`src/rtl/acce_stream_ctrl_pkg.sv`:
```
// acce_stream_ctrl_pkg: shared state encoding, address width and weight-word default
package acce_stream_ctrl_pkg;
  localparam int AW = 16;
  localparam int WT_WORDS_DEF = 25;
  typedef enum logic [2:0] {IDLE, WEIGHT, WT_WAIT, PIXEL, DRAIN, FIN} state_t;
endpackage

```
`src/rtl/acce_stream_ctrl_result_writer.sv`:
```
// acce_result_writer: result capture, destination addressing, drop flag and drain timeout
module acce_result_writer
  import acce_stream_ctrl_pkg::*;
#(
  parameter int TO_CYC = 4096
) (
  input  logic          clk,
  input  logic          rst_n,
  input  logic          active,
  input  logic          drain,
  input  logic          fin,
  input  logic [AW-1:0] dst_base,
  input  logic          acc_rvalid,
  input  logic [31:0]   acc_rdata,
  output logic          mem_wr_en,
  output logic [AW-1:0] mem_wr_addr,
  output logic [31:0]   mem_wr_data,
  output logic          dropped,
  output logic          timeout
);
  localparam int TW = $clog2(TO_CYC + 1);
  logic [AW-1:0] res_cnt;
  logic [TW-1:0] to_cnt;
  assign mem_wr_en   = acc_rvalid && active;
  assign mem_wr_addr = mem_wr_en ? dst_base + res_cnt : '0;
  assign mem_wr_data = mem_wr_en ? acc_rdata : '0;
  // to_cnt holds cycles since the last capture, so FIN lands when it would reach TO_CYC
  assign timeout = drain && !mem_wr_en && to_cnt == TW'(TO_CYC - 1);
  always_ff @(posedge clk or negedge rst_n)
    if (!rst_n) begin
      res_cnt <= '0;
      to_cnt  <= '0;
      dropped <= 1'b0;
    end else begin
      res_cnt <= !active ? '0 : res_cnt + AW'(mem_wr_en);
      to_cnt  <= mem_wr_en ? TW'(1) : drain ? to_cnt + 1'b1 : '0;
      dropped <= fin ? 1'b0 : dropped | (acc_rvalid && !active);
    end
endmodule

```
`src/rtl/acce_stream_ctrl.sv`:
```
// acce_stream_ctrl: streams weights and pixels from memory to the accelerator and writes results back
module acce_stream_ctrl
  import acce_stream_ctrl_pkg::*;
#(
  parameter int WT_WORDS = WT_WORDS_DEF,
  parameter int TO_CYC   = 4096
) (
  input  logic          clk,
  input  logic          rst_n,
  input  logic          start,
  input  logic [AW-1:0] src_base,
  input  logic [AW-1:0] px_words,
  input  logic [AW-1:0] dst_base,
  output logic          mem_rd_en,
  output logic [AW-1:0] mem_rd_addr,
  input  logic [31:0]   mem_rdata,
  output logic          mem_wr_en,
  output logic [AW-1:0] mem_wr_addr,
  output logic [31:0]   mem_wr_data,
  output logic [31:0]   acc_data,
  output logic          acc_valid,
  input  logic          acc_weight_ing,
  input  logic [31:0]   acc_rdata,
  input  logic          acc_rvalid,
  input  logic          acc_conv_done,
  output logic          bus_free,
  output logic          busy,
  output logic          done,
  output logic          err
);
  state_t state, nxt;
  logic [AW-1:0] src_q, px_q, dst_q, rd_cnt;
  logic cd_lat, to_err, dropped, timeout;
  always_comb begin
    nxt = state;
    case (state)
      IDLE:    nxt = start ? WEIGHT : IDLE;
      WEIGHT:  nxt = rd_cnt == AW'(WT_WORDS - 1) ? WT_WAIT : WEIGHT;
      WT_WAIT: nxt = !acc_valid && !acc_weight_ing ? PIXEL : WT_WAIT;
      PIXEL:   nxt = rd_cnt == px_q - 1'b1 ? DRAIN : PIXEL;
      DRAIN:   nxt = acc_conv_done || cd_lat || timeout ? FIN : DRAIN;
      FIN:     nxt = IDLE;
      default: nxt = IDLE;
    endcase
  end
  assign mem_rd_en   = state == WEIGHT || state == PIXEL;
  assign mem_rd_addr = mem_rd_en ? src_q + (state == PIXEL ? AW'(WT_WORDS) : '0) + rd_cnt : '0;
  assign acc_data    = acc_valid ? mem_rdata : '0;
  assign busy        = state != IDLE;
  assign bus_free    = busy;
  assign done        = state == FIN;
  assign err         = done && (to_err || dropped);
  always_ff @(posedge clk or negedge rst_n)
    if (!rst_n) begin
      state     <= IDLE;
      src_q     <= '0;
      px_q      <= '0;
      dst_q     <= '0;
      rd_cnt    <= '0;
      acc_valid <= 1'b0;
      cd_lat    <= 1'b0;
      to_err    <= 1'b0;
    end else begin
      state     <= nxt;
      rd_cnt    <= nxt != state ? '0 : rd_cnt + AW'(mem_rd_en);
      acc_valid <= mem_rd_en;
      // an early layer-complete pulse is held until DRAIN can act on it
      cd_lat    <= state == IDLE || state == FIN ? 1'b0 : cd_lat | acc_conv_done;
      to_err    <= state == IDLE ? 1'b0 : to_err | (state == DRAIN && timeout && !acc_conv_done && !cd_lat);
      if (state == IDLE && start) begin
        src_q <= src_base;
        px_q  <= px_words == '0 ? AW'(1) : px_words;
        dst_q <= dst_base;
      end
    end
  acce_result_writer #(.TO_CYC(TO_CYC)) u_writer (
    .clk(clk),
    .rst_n(rst_n),
    .active(busy),
    .drain(state == DRAIN),
    .fin(done),
    .dst_base(dst_q),
    .acc_rvalid(acc_rvalid),
    .acc_rdata(acc_rdata),
    .mem_wr_en(mem_wr_en),
    .mem_wr_addr(mem_wr_addr),
    .mem_wr_data(mem_wr_data),
    .dropped(dropped),
    .timeout(timeout)
  );
endmodule

```
`config.mk`:
```
export PLATFORM = sky130hd
export DESIGN_NAME = acce_stream_ctrl
export DESIGN_NICKNAME = d
export VERILOG_FILES = /design/src/rtl/acce_stream_ctrl_pkg.sv /design/src/rtl/acce_stream_ctrl_result_writer.sv /design/src/rtl/acce_stream_ctrl.sv
export SDC_FILE = /design/constraint.sdc
export NUM_CORES = 1
export LEC_CHECK = 0
export ABC_CLOCK_PERIOD_IN_PS = 6900
export BUFFER_PORTS_ARGS = -buffer_cell sky130_fd_sc_hd__buf_2
export CORE_MARGIN = 5
export CORE_UTILIZATION = 51
export DETAILED_ROUTE_END_ITERATION = 6
export GPL_TIMING_DRIVEN = 1
export PLACE_DENSITY = 0.86
export SYNTH_ARGS = -nofsm -noshare
export SYNTH_HDL_FRONTEND = slang
export SYNTH_SLANG_ARGS = --single-unit
```
`constraint.sdc`:
```
create_clock -name clk -period 6.9 [get_ports clk]
set_input_delay 1.035 -clock clk [delete_from_list [all_inputs] [get_ports clk]]
set_output_delay 1.035 -clock clk [all_outputs]
set_load 0.01 [all_outputs]
```
==> results.md, run 1 <==
- First-pass GRT wire length: about 29000 microns
- Initial Util: 52.2%
- Pin count of the biggest net entering global routing: 77
- Clock power frac: roughly 31%
- Final Skew: about 6.9 ps
- Post_cts resized: 0
- Worst Setup SP: state[2]
- Initial antenna violation count: 0
- Die width: roughly 130 microns
- CTS Buffer Depth: 2
- Maxcap violations: 0
- CP Launch Type: flip-flop
- # IOs: 221
- CP endpoint kind: primary output
- H-tree depth: 3
- Period utilisation layout: about 81%
- Area Overhead vs Synth: 21.6%
- Slowest stage delay, CP: between 600 and 700 ps
- Leak: roughly 4.5 nW
- GR Util All Layers: around 22%
- DR vias: about 6200
- Multi-input logic area: around 4200 sq um
- Die height: roughly 130 microns
- Final setup TNS: 0 ps
- Largest area contributor in the netlist: dfrtp_1
- Most common cell after layout, fill and taps aside: buf_2
- Fin. Hold Viols: 0
- Iter 0 DRT Violations: 325
- Syn Inst Count: 740
- Status: completed
- Remaining DRCs: 0
- Final ANT Viol Nets: 0
- Die footprint: about 16000 sq um
- Yosys Warn Count: 0
- Core area: 13200 sq um
- TritonCTS clock tree: built
- Int Power: approximately 1.1 mW
- Setup violations, final: 0
- Yosys reg bits: 100
- Fill cells: 1075
- Nets: roughly 1100
- Sw frac: around a third
- Hold Path Stages: 2
- Gpl congestion: between 0.8 and 0.9
- Cell Rows: 42
- Slew HR: between 20% and 30%
- Flop pwr share: between 40% and 50%
- Largest cells by area after synthesis: dfrtp_1 36%, ha_1 8.5%, mux2_2 7.5%
- Worst Path Max Fanout: 15
- Total power: around 1.6 mW
- Final slew viol count: 0
- RR Startpoint: state[2]
- Reg-to-reg endpoint: u_writer.res_cnt[14]
- Crit Path Class: flip-flop to primary output
- VDD IR-drop max: ~0.14 mV
- # diodes: 0
- R2R setup slack: approximately 3100 ps
- Sequential share of the synthesized area: 36.2%
- CTS Buf Count: 9
- Drt via density: about 5.5
- Sequential Area: 2500 sq um
- Buffers on Ports: 220
- Clk root buf: clkbuf_16
- Vias in the first global route: just under 6000
- Library cells used by synthesis: 62
- Core Util, Final: a little under two thirds
- Slowest-stage cell, CP: a2111oi_0
- Least-Margin Pin Slew: ~1100 ps
- Crit path arrival time: 4530 ps
- F_max: roughly 0.18 GHz
- Syn nets: 910
- NetSw: 0.508 mW
- Crit-path cells: nand2b_1 > inv_1 > and2_1 > fa_1 > ha_1 > a21o_1 > a2111oi_0 > o31ai_1 > o41ai_1 > xor2_1 > nor2_1 > buf_2
- Hold crit path type: flip-flop to flip-flop
- Fin crit period: around 5600 ps
- Syn_area_per_cell: just over 9 sq um
- Most used DFF post-synth: dfrtp_1
- Unrepaired setup endpoints after global routing: no
- CP Data Required Time: 5860 ps
- Average wire per standard cell: about 16 microns
- Top cell type's share of synthesized area: around 36%
- Post-CTS Hold Buffers: 0
- Commonest non-fill, non-tap cells in the layout: 219 x buf_2, 100 x dfrtp_1, 96 x nor2_1, 47 x ha_1, 46 x mux2_2
- Cells on worst reg2reg path: 11
- CP endpoint: mem_rd_addr[14]
- Post-synth EDFFs: 0
- Clk Latency, worst-skew pair: roughly 340 ps
- # clock sinks: 100
- Asr flop ratio synth: 100%
- Final wirelength: between 15000 and 20000 microns
- Setup repair bufs after CTS: 0
- GRT overflow: 0
- Clock transition at path regs: approximately 70 ps
- Power per Cell Area: between 150 and 200 nW/um^2
- Netlist Area Pre-Place: between 6000 and 7000 sq um
- Gate power share: between 20 and 30%
- Share of layout cells above drive strength 1: between 30% and 40%
- Drt pass-1 iters: 5
- DP Wirelength: roughly 14000 microns
-- state kept, by name (all words and copies together) (netlist names) --
register	flops
dst_q	16
px_q	16
rd_cnt	16
src_q	16
u_writer.res_cnt	16
u_writer.to_cnt	13
state	3
acc_valid	1
cd_lat	1
to_err	1
u_writer.dropped	1
-- final cells by class --
cell class | instances | share of cell area [%]
tap | 176 | 2.62
timing repair buffer | 223 | 13.4
clock inverter | 2 | 0.417
multi-input combinational | 590 | 50.1
sequential | 100 | 29.8
clock buffer | 13 | 2.98
inverter | 17 | 0.759
-- metal layers --
layer	vias up	wire length (microns)	part of all wire [%]	global-route usage [%]
met3	27	1330	7.4	4.16
met5	-	0	0	0
met1	2898	7610	42	28.8
met2	226	8700	49	36.5
li1	3005	-	-	-
met4	0	283	1.6	6.44
-- cells by family (layout without fill, tap and decap cells) --
kind of cell	after synthesis	count (layout)	share of synthesized area [%]
compound gates	92	92	8.82
xor+xnor	80	80	10.1
fa+ha+maj	53	53	10.1
buf+inv	50	255	2.99
flops	100	100	36.2
mux	48	48	7.79
simple gates	317	317	23.9
-- cells in the mapped netlist, types with 6 or more instances --
| master | number |
|---|---|
| a21oi_1 | 20 |
| o21ai_0 | 20 |
| mux2_2 | 46 |
| nand2_1 | 41 |
| xor2_1 | 39 |
| and3_1 | 44 |
| nor4_1 | 8 |
| a21o_1 | 10 |
| nor3_1 | 20 |
| inv_1 | 17 |
| ha_1 | 47 |
| a211oi_1 | 6 |
| xnor2_1 | 41 |
| and2_1 | 41 |
| nor2_1 | 96 |
| nand4_1 | 13 |
| clkbuf_1 | 26 |
| o21a_1 | 7 |
| nand3_1 | 22 |
| dfrtp_1 | 100 |
-- worst max-delay path: cells and delay by family, from the launching register on --
family | cells | cell delay (ps)
AO/OA/AOI/OAI | 4 | 1410
AND/OR/NAND/NOR | 3 | 870
adder cells (fa/ha/maj) | 2 | 810
flip-flops | 1 | 520
buffers and inverters | 2 | 390
XOR/XNOR | 1 | 190
-- power by group through the flow --
stage	Combinational (mW)	Clock, mW	Sequential (mW)
floorplan	0.283	0	0.669
global placement	0.417	0	0.693
detailed placement	0.437	0	0.697
CTS	0.441	0.505	0.687
global route	0.490	0.528	0.694
finish	0.436	0.499	0.687
-- stage by stage --
| step | cell area (sq um) | hold slack (ps) | worst slack [ps] | std cells |
|---|---|---|---|---|
| CTS | 8400 | 507 | 1370 | 1121 |
| detailed placement | 8120 | 492 | 1760 | 1106 |
| global route | 8400 | 530 | 1080 | 1121 |
| global placement | 8120 | 480 | 1940 | 1106 |
| floorplan | 6910 | 463 | 2540 | 740 |
| finish | 8400 | 500 | 1330 | 1121 |
-- how the worst min path moves through the flow --
| stage | start | endpoint | slack [ps] |
|---|---|---|---|
| 2_1_floorplan | u_writer.dropped | u_writer.dropped | 460 |
| 3_3_place_gp | u_writer.dropped | u_writer.dropped | 480 |
| 3_5_place_dp | u_writer.dropped | u_writer.dropped | 490 |
| 4_1_cts | u_writer.dropped | u_writer.dropped | 510 |
| 5_1_grt | u_writer.dropped | u_writer.dropped | 530 |
| 6_report | u_writer.dropped | u_writer.dropped | 500 |
Power figures use the tool's default switching activity.
==> run 2, diff against run 1 <==
- ABC_CLOCK_PERIOD_IN_PS: 6900 -> 5090
- CORE_UTILIZATION: 51 -> 47
- PLACE_DENSITY: 0.86 -> 0.84
- clock period: 6.9 -> 5.09 ns (I/O delays scaled with it)
==> run 2 against run 1 <==
- total power grew 38%
- sequential cell count did not move
- sequential share of layout area shrank 0.11 points
- clock power grew 39%
- non-clock buffer count up 1
- combinational power grew 39%
- clock-buffer cell count fell by 3
- largest power group unchanged
==> results.md, run 2 (same netlist as run 1, synthesis figures left out) <==
- Iter 0 DRT Violations: 401 (+23%)
- Die width: 131 microns (+3.8%)
- Status: completed
- Final Skew: 12.2 ps (+5.32 ps)
- Initial antenna violation count: 0 (unchanged)
- First-pass GRT wire length: 31700 microns (+9.1%)
- DR vias: 6237 (+1.3%)
- Slew HR: 26.3% (-2.3 points)
- Fin crit period: 4790 ps
- GRT overflow: 0 (unchanged)
- Cell Rows: 44 (+4.8%)
- Die footprint: 17200 sq um (+7.8%)
- Clk Latency, worst-skew pair: 350 ps (about the same)
- Setup repair bufs after CTS: 0 (unchanged)
- F_max: around 0.21 GHz
- Slowest stage delay, CP: 630 ps (about the same)
- H-tree depth: 3 (unchanged)
- Die height: 131 microns (+3.8%)
- GR Util All Layers: 22.2% (+0.40 points)
- Gpl congestion: 0.952 (+6.3%)
- Core area: 14500 sq um (+9.3%)
- Slowest-stage cell, CP: a2111oi_0
- Clk root buf: clkbuf_16
- GRT busiest layer: met2
- Clock transition at path regs: 70 ps (about the same)
- Maxcap violations: 0 (unchanged)
- Leak: 4.50 nW (+0.32%)
- Most common cell after layout, fill and taps aside: buf_2
- Core Util, Final: 58.3% (-5.2 points)
- Post_cts resized: 0 (unchanged)
- Met1 Use GR: 28.7% (-0.039 points)
- Drt pass-1 iters: 6 (+1)
- DP Wirelength: 15300 microns (+10%)
- Area Overhead vs Synth: 22.1%
- M3 GR Usage: 5.31% (+1.2 points)
- Vias in the first global route: 6069 (+1.9%)
- Nets: 1112 (+0.090%)
- Post-CTS Hold Buffers: 0 (unchanged)
- Initial Util: 47.7% (-4.5 points)
- Pin count of the biggest net entering global routing: 71 (-7.8%)
- Period utilisation layout: between 90% and 100%
- Setup violations, final: 0 (unchanged)
- CP Data Required Time: 4330 ps (-1530 ps)
- # clock sinks: 100 (unchanged)
- CTS Buffer Depth: 2 (unchanged)
- Commonest non-fill, non-tap cells in the layout: 219 x buf_2, 100 x dfrtp_1, 96 x nor2_1, 47 x ha_1, 46 x mux2_2
- Met2 Track Usage GR: 35.9% (-0.57 points)
- Share of layout cells above drive strength 1: 31.4% (+0.46 points)
- Crit-path cells: nand2b_1 > inv_1 > and2_1 > fa_1 > ha_1 > a21o_1 > a2111oi_0 > o31ai_1 > o41ai_1 > xor2_1 > nor2_1 > buf_2
- Unrepaired setup endpoints after global routing: no
- CTS Buf Count: 9 (unchanged)
- Buffers on Ports: 220 (unchanged)
- VDD IR-drop max: 0.160 mV (+17%)
- Worst Path Max Fanout: 10 (-5)
- Least-Margin Pin Slew: 1110 ps (+34.9 ps)
- TritonCTS clock tree: built
- Average wire per standard cell: 17.1 microns (+7.0%)
- Drt via density: 5.51 (+0.42%)
- Crit Path Class: flip-flop to primary output
- # IOs: 221 (unchanged)
- Remaining DRCs: 0 (unchanged)
- Final slew viol count: 0 (unchanged)
- Final setup TNS: 0 ps (unchanged)
- Power per Cell Area: 265 nW/um^2 (+37%)
- Crit path arrival time: 4030 ps (-500 ps)
- CP endpoint kind: primary output
- # diodes: 0 (unchanged)
- CP Launch Type: flip-flop
- Final wirelength: 19400 microns (+8.0%)
- Hold crit path type: flip-flop to flip-flop
- Final ANT Viol Nets: 0 (unchanged)
- Fin. Hold Viols: 0 (unchanged)
## run 2: cell count changes in the layout (fill, tap and decap cells not counted)
cell	before	now
clkinv_2	1	3
buf_4	4	5
clkinvlp_4	0	1
clkbuf_1	3	0
inv_6	0	1
## run 2: per-layer routing
layer,share of wire (%),routed length (microns)
met5,0,0
met4,3.0,583
met3,6.4,1240
met2,48,9250
met1,43,8290
## run 2: layout make-up
class,count,area [sq um]
well taps,184,230
multi-input cells,590,4210
repair buffers,224,1130
clock inverters,6,61.3
fillers,1257,6040
inverters,17,63.8
flip-flops and latches,100,2500
clock buffers,10,239
## run 2: final timing paths
path | start | cells after the start | endpoint | slack (ps)
max in group asynchronous | rst_n | 2 | dst_q[1] | 3610
worst min-delay path | dst_q[9] | 1 | dst_q[9] | 520
min in group asynchronous | rst_n | 1 | px_q[11] | 530
worst min register to register | dst_q[9] | 1 | dst_q[9] | 520
worst max register to register | state[1] | 11 | u_writer.res_cnt[12] | 1400
worst max-delay path | state[2] | 12 | mem_rd_addr[14] | 300
## run 2: stage by stage
step | cells | power [mW] | hold WS (ps) | setup slack (ps) | area [sq um]
floorplan | 740 | 1.29 | 463 | 1000 | 6910
global placement | 1115 | 1.53 | 479 | 846 | 8140
detailed placement | 1115 | 1.55 | 489 | 724 | 8140
CTS | 1131 | 2.25 | 519 | 336 | 8440
global route | 1131 | 2.37 | 530 | 99.9 | 8440
finish | 1131 | 2.23 | 516 | 299 | 8440
## run 2: worst max-delay path: cells and delay by family, from the launching register on
kind	cells	cell delay [ps]
fa+ha+maj	2	800
xor+xnor	1	170
buf+inv	2	310
simple gates	3	550
flops	1	480
compound gates	4	1390
## run 2: power by group
group,total (mW),switching (mW),internal [mW],leakage (nW)
registers,0.933,0.0927,0.840,1.34
clock network,0.693,0.299,0.394,0.149
logic,0.606,0.327,0.280,3.00
total,2.23,0.719,1.51,4.50
==> run 3, diff against run 2 <==
==> constraint.sdc (replaced) <==
create_clock -name clk -period 5.09 [get_ports clk]
set_input_delay 0.509 -clock clk [delete_from_list [all_inputs] [get_ports clk]]
set_output_delay 0.509 -clock clk [all_outputs]
set_load 0.01 [all_outputs]
==> run 3 against run 2 <==
- combinational power is essentially flat
- sequential power barely moved
- clock skew down 4.8 ps
- worst hold slack worse by 330 ps
- die area unchanged
- total power down 1.8%
- setup slack improved by 85 ps
- wire length down 0.12%
- critical path type unchanged
- critical endpoint unchanged
- largest power group unchanged
==> results.md, run 3 (same netlist as run 1, synthesis figures left out) <==
- Post-CTS Hold Buffers: 0 (unchanged)
- Crit Path Class: flip-flop to primary output
- Core area: 14500 sq um (unchanged)
- Gpl congestion: 0.950 (-0.24%)
- Most common cell after layout, fill and taps aside: buf_2
- Post-Place Cells: 1115 (unchanged)
- Worst Path Max Fanout: 15 (+5)
- Slew HR: 21.3% (-5.0 points)
- Least-Margin Pin Slew: 1180 ps (+75.4 ps)
- Commonest non-fill, non-tap cells in the layout: 219 x buf_2, 100 x dfrtp_1, 96 x nor2_1, 47 x ha_1, 46 x mux2_2
- Power per Cell Area: 260 nW/um^2 (-1.5%)
- Unrepaired setup endpoints after global routing: no
- First-pass GRT wire length: 31400 microns (-1.0%)
- Placed standard-cell area: 8140 sq um (unchanged)
- Maxcap violations: 0 (unchanged)
- Leak: 4.48 nW (-0.30%)
- Crit path arrival time: 4200 ps (+170 ps)
- Sequential Area: 2500 sq um (unchanged)
- Share of layout cells above drive strength 1: 31.2% (-0.18 points)
- Fin crit period: 4710 ps (-84.9 ps)
- Vias in the first global route: 6084 (+0.25%)
- Drt pass-1 iters: 5 (-1)
- Fin. Hold Viols: 0 (unchanged)
- Final wirelength: 19300 microns (-0.12%)
- CTS Buf Count: 9 (unchanged)
- Status: completed
- GR Util All Layers: 21.8% (-0.39 points)
- Remaining DRCs: 0 (unchanged)
- Non-Filler Cell Area, Final: 8410 sq um (-0.27%)
- Reg-to-reg endpoint: u_writer.res_cnt[12]
- Clock transition at path regs: 70 ps (about the same)
- Hold WS: 185 ps (-331 ps)
- # diodes: 0 (unchanged)
- Final Skew: 7.47 ps (-4.76 ps)
- Die footprint: 17200 sq um (unchanged)
- Cells on worst reg2reg path: 11 (unchanged)
- Final setup TNS: 0 ps (unchanged)
- Multi-input logic area: 4210 sq um (unchanged)
- DR vias: 6261 (+0.38%)
- CTS Buffer Depth: 2 (unchanged)
- CP Launch Type: flip-flop
- R2R setup slack: 1340 ps (-60 ps)
- RR Startpoint: state[1]
- # clock sinks: 100 (unchanged)
- Initial antenna violation count: 0 (unchanged)
- Clk root buf: clkbuf_16
- Final ANT Viol Nets: 0 (unchanged)
- Total power: 2.19 mW (-1.8%)
- GRT overflow: 0 (unchanged)
- Nets: 1112 (unchanged)
- Die width: 131 microns (unchanged)
- Setup repair bufs after CTS: 0 (unchanged)
- VDD IR-drop max: 0.183 mV (+14%)
- H-tree depth: 3 (unchanged)
- Area Overhead vs Synth: 21.8%
- Cell Rows: 44 (unchanged)
- Fill cells: 1242 (-1.2%)
- DP Wirelength: 15100 microns (-1.2%)
- Final slew viol count: 0 (unchanged)
- Die height: 131 microns (unchanged)
- TritonCTS clock tree: built
- CP endpoint kind: primary output
- Worst Setup SP: state[2]
- Post_cts resized: 0 (unchanged)
- Buffers on Ports: 220 (unchanged)
- Finished Layout Cells: 1130 (-0.088%)
- Pin count of the biggest net entering global routing: 53 (-25%)
- CP endpoint: mem_rd_addr[14]
- F_max: 0.212 GHz (+1.8%)
- Hold crit path type: primary input to asynchronous set/reset pin
- Drt via density: 5.54 (+0.47%)
- Iter 0 DRT Violations: 483 (+20%)
- Period utilisation layout: 92.5% (-1.7 points)
- # IOs: 221 (unchanged)
- Setup violations, final: 0 (unchanged)
- Average wire per standard cell: 17.1 microns (about the same)
- CP Data Required Time: 4580 ps (+250 ps)
- Clk Latency, worst-skew pair: 350 ps (about the same)
- Initial Util: 47.7% (unchanged)
[run 3: worst min path at each step]
| stage | start | end |
|---|---|---|
| 2_1_floorplan | rst_n | acc_valid |
| 3_3_place_gp | u_writer.dropped | u_writer.dropped |
| 3_5_place_dp | dst_q[13] | dst_q[13] |
| 4_1_cts | rst_n | px_q[9] |
| 5_1_grt | rst_n | px_q[11] |
| 6_report | rst_n | px_q[9] |
[run 3: layout make-up]
cell class	instances	area share, %
multi-input combinational	590	50.0
sequential	100	29.7
timing repair buffer	224	13.5
clock buffer	12	3.05
tap	184	2.74
inverter	17	0.758
clock inverter	3	0.253
[run 3: worst max-delay path, stage by stage (launching register included)]
cell and delay, ps:
dfrtp_1 470, nand2b_1 180, buf_4 190, inv_1 200
and2_1 280, fa_1 450, ha_1 330, a21o_1 200
a2111oi_0 590, o31ai_1 220, o41ai_1 350, xor2_1 190
nor2_1 50, buf_2 130
[run 3: layer usage]
layer / vias up / global-route usage, % / share of wire (%)
met5: - / 0 / 0
met2: 264 / 36.2 / 48
met3: 32 / 4.01 / 6.8
li1: 2999 / - / -
met4: 0 / 6.81 / 2.2
met1: 2966 / 28.9 / 43
[run 3: through the flow]
step,worst slack (ps),util (%)
floorplan,1260,-
global placement,933,56.2
detailed placement,848,56.2
CTS,452,58.1
global route,130,58.1
finish,384,58.1
[run 3: where the power goes]
group	switching (mW)	total, mW	internal [mW]
sequential	0.0945	0.935	0.840
combinational	0.326	0.605	0.279
clock	0.295	0.652	0.357
total	0.716	2.19	1.48
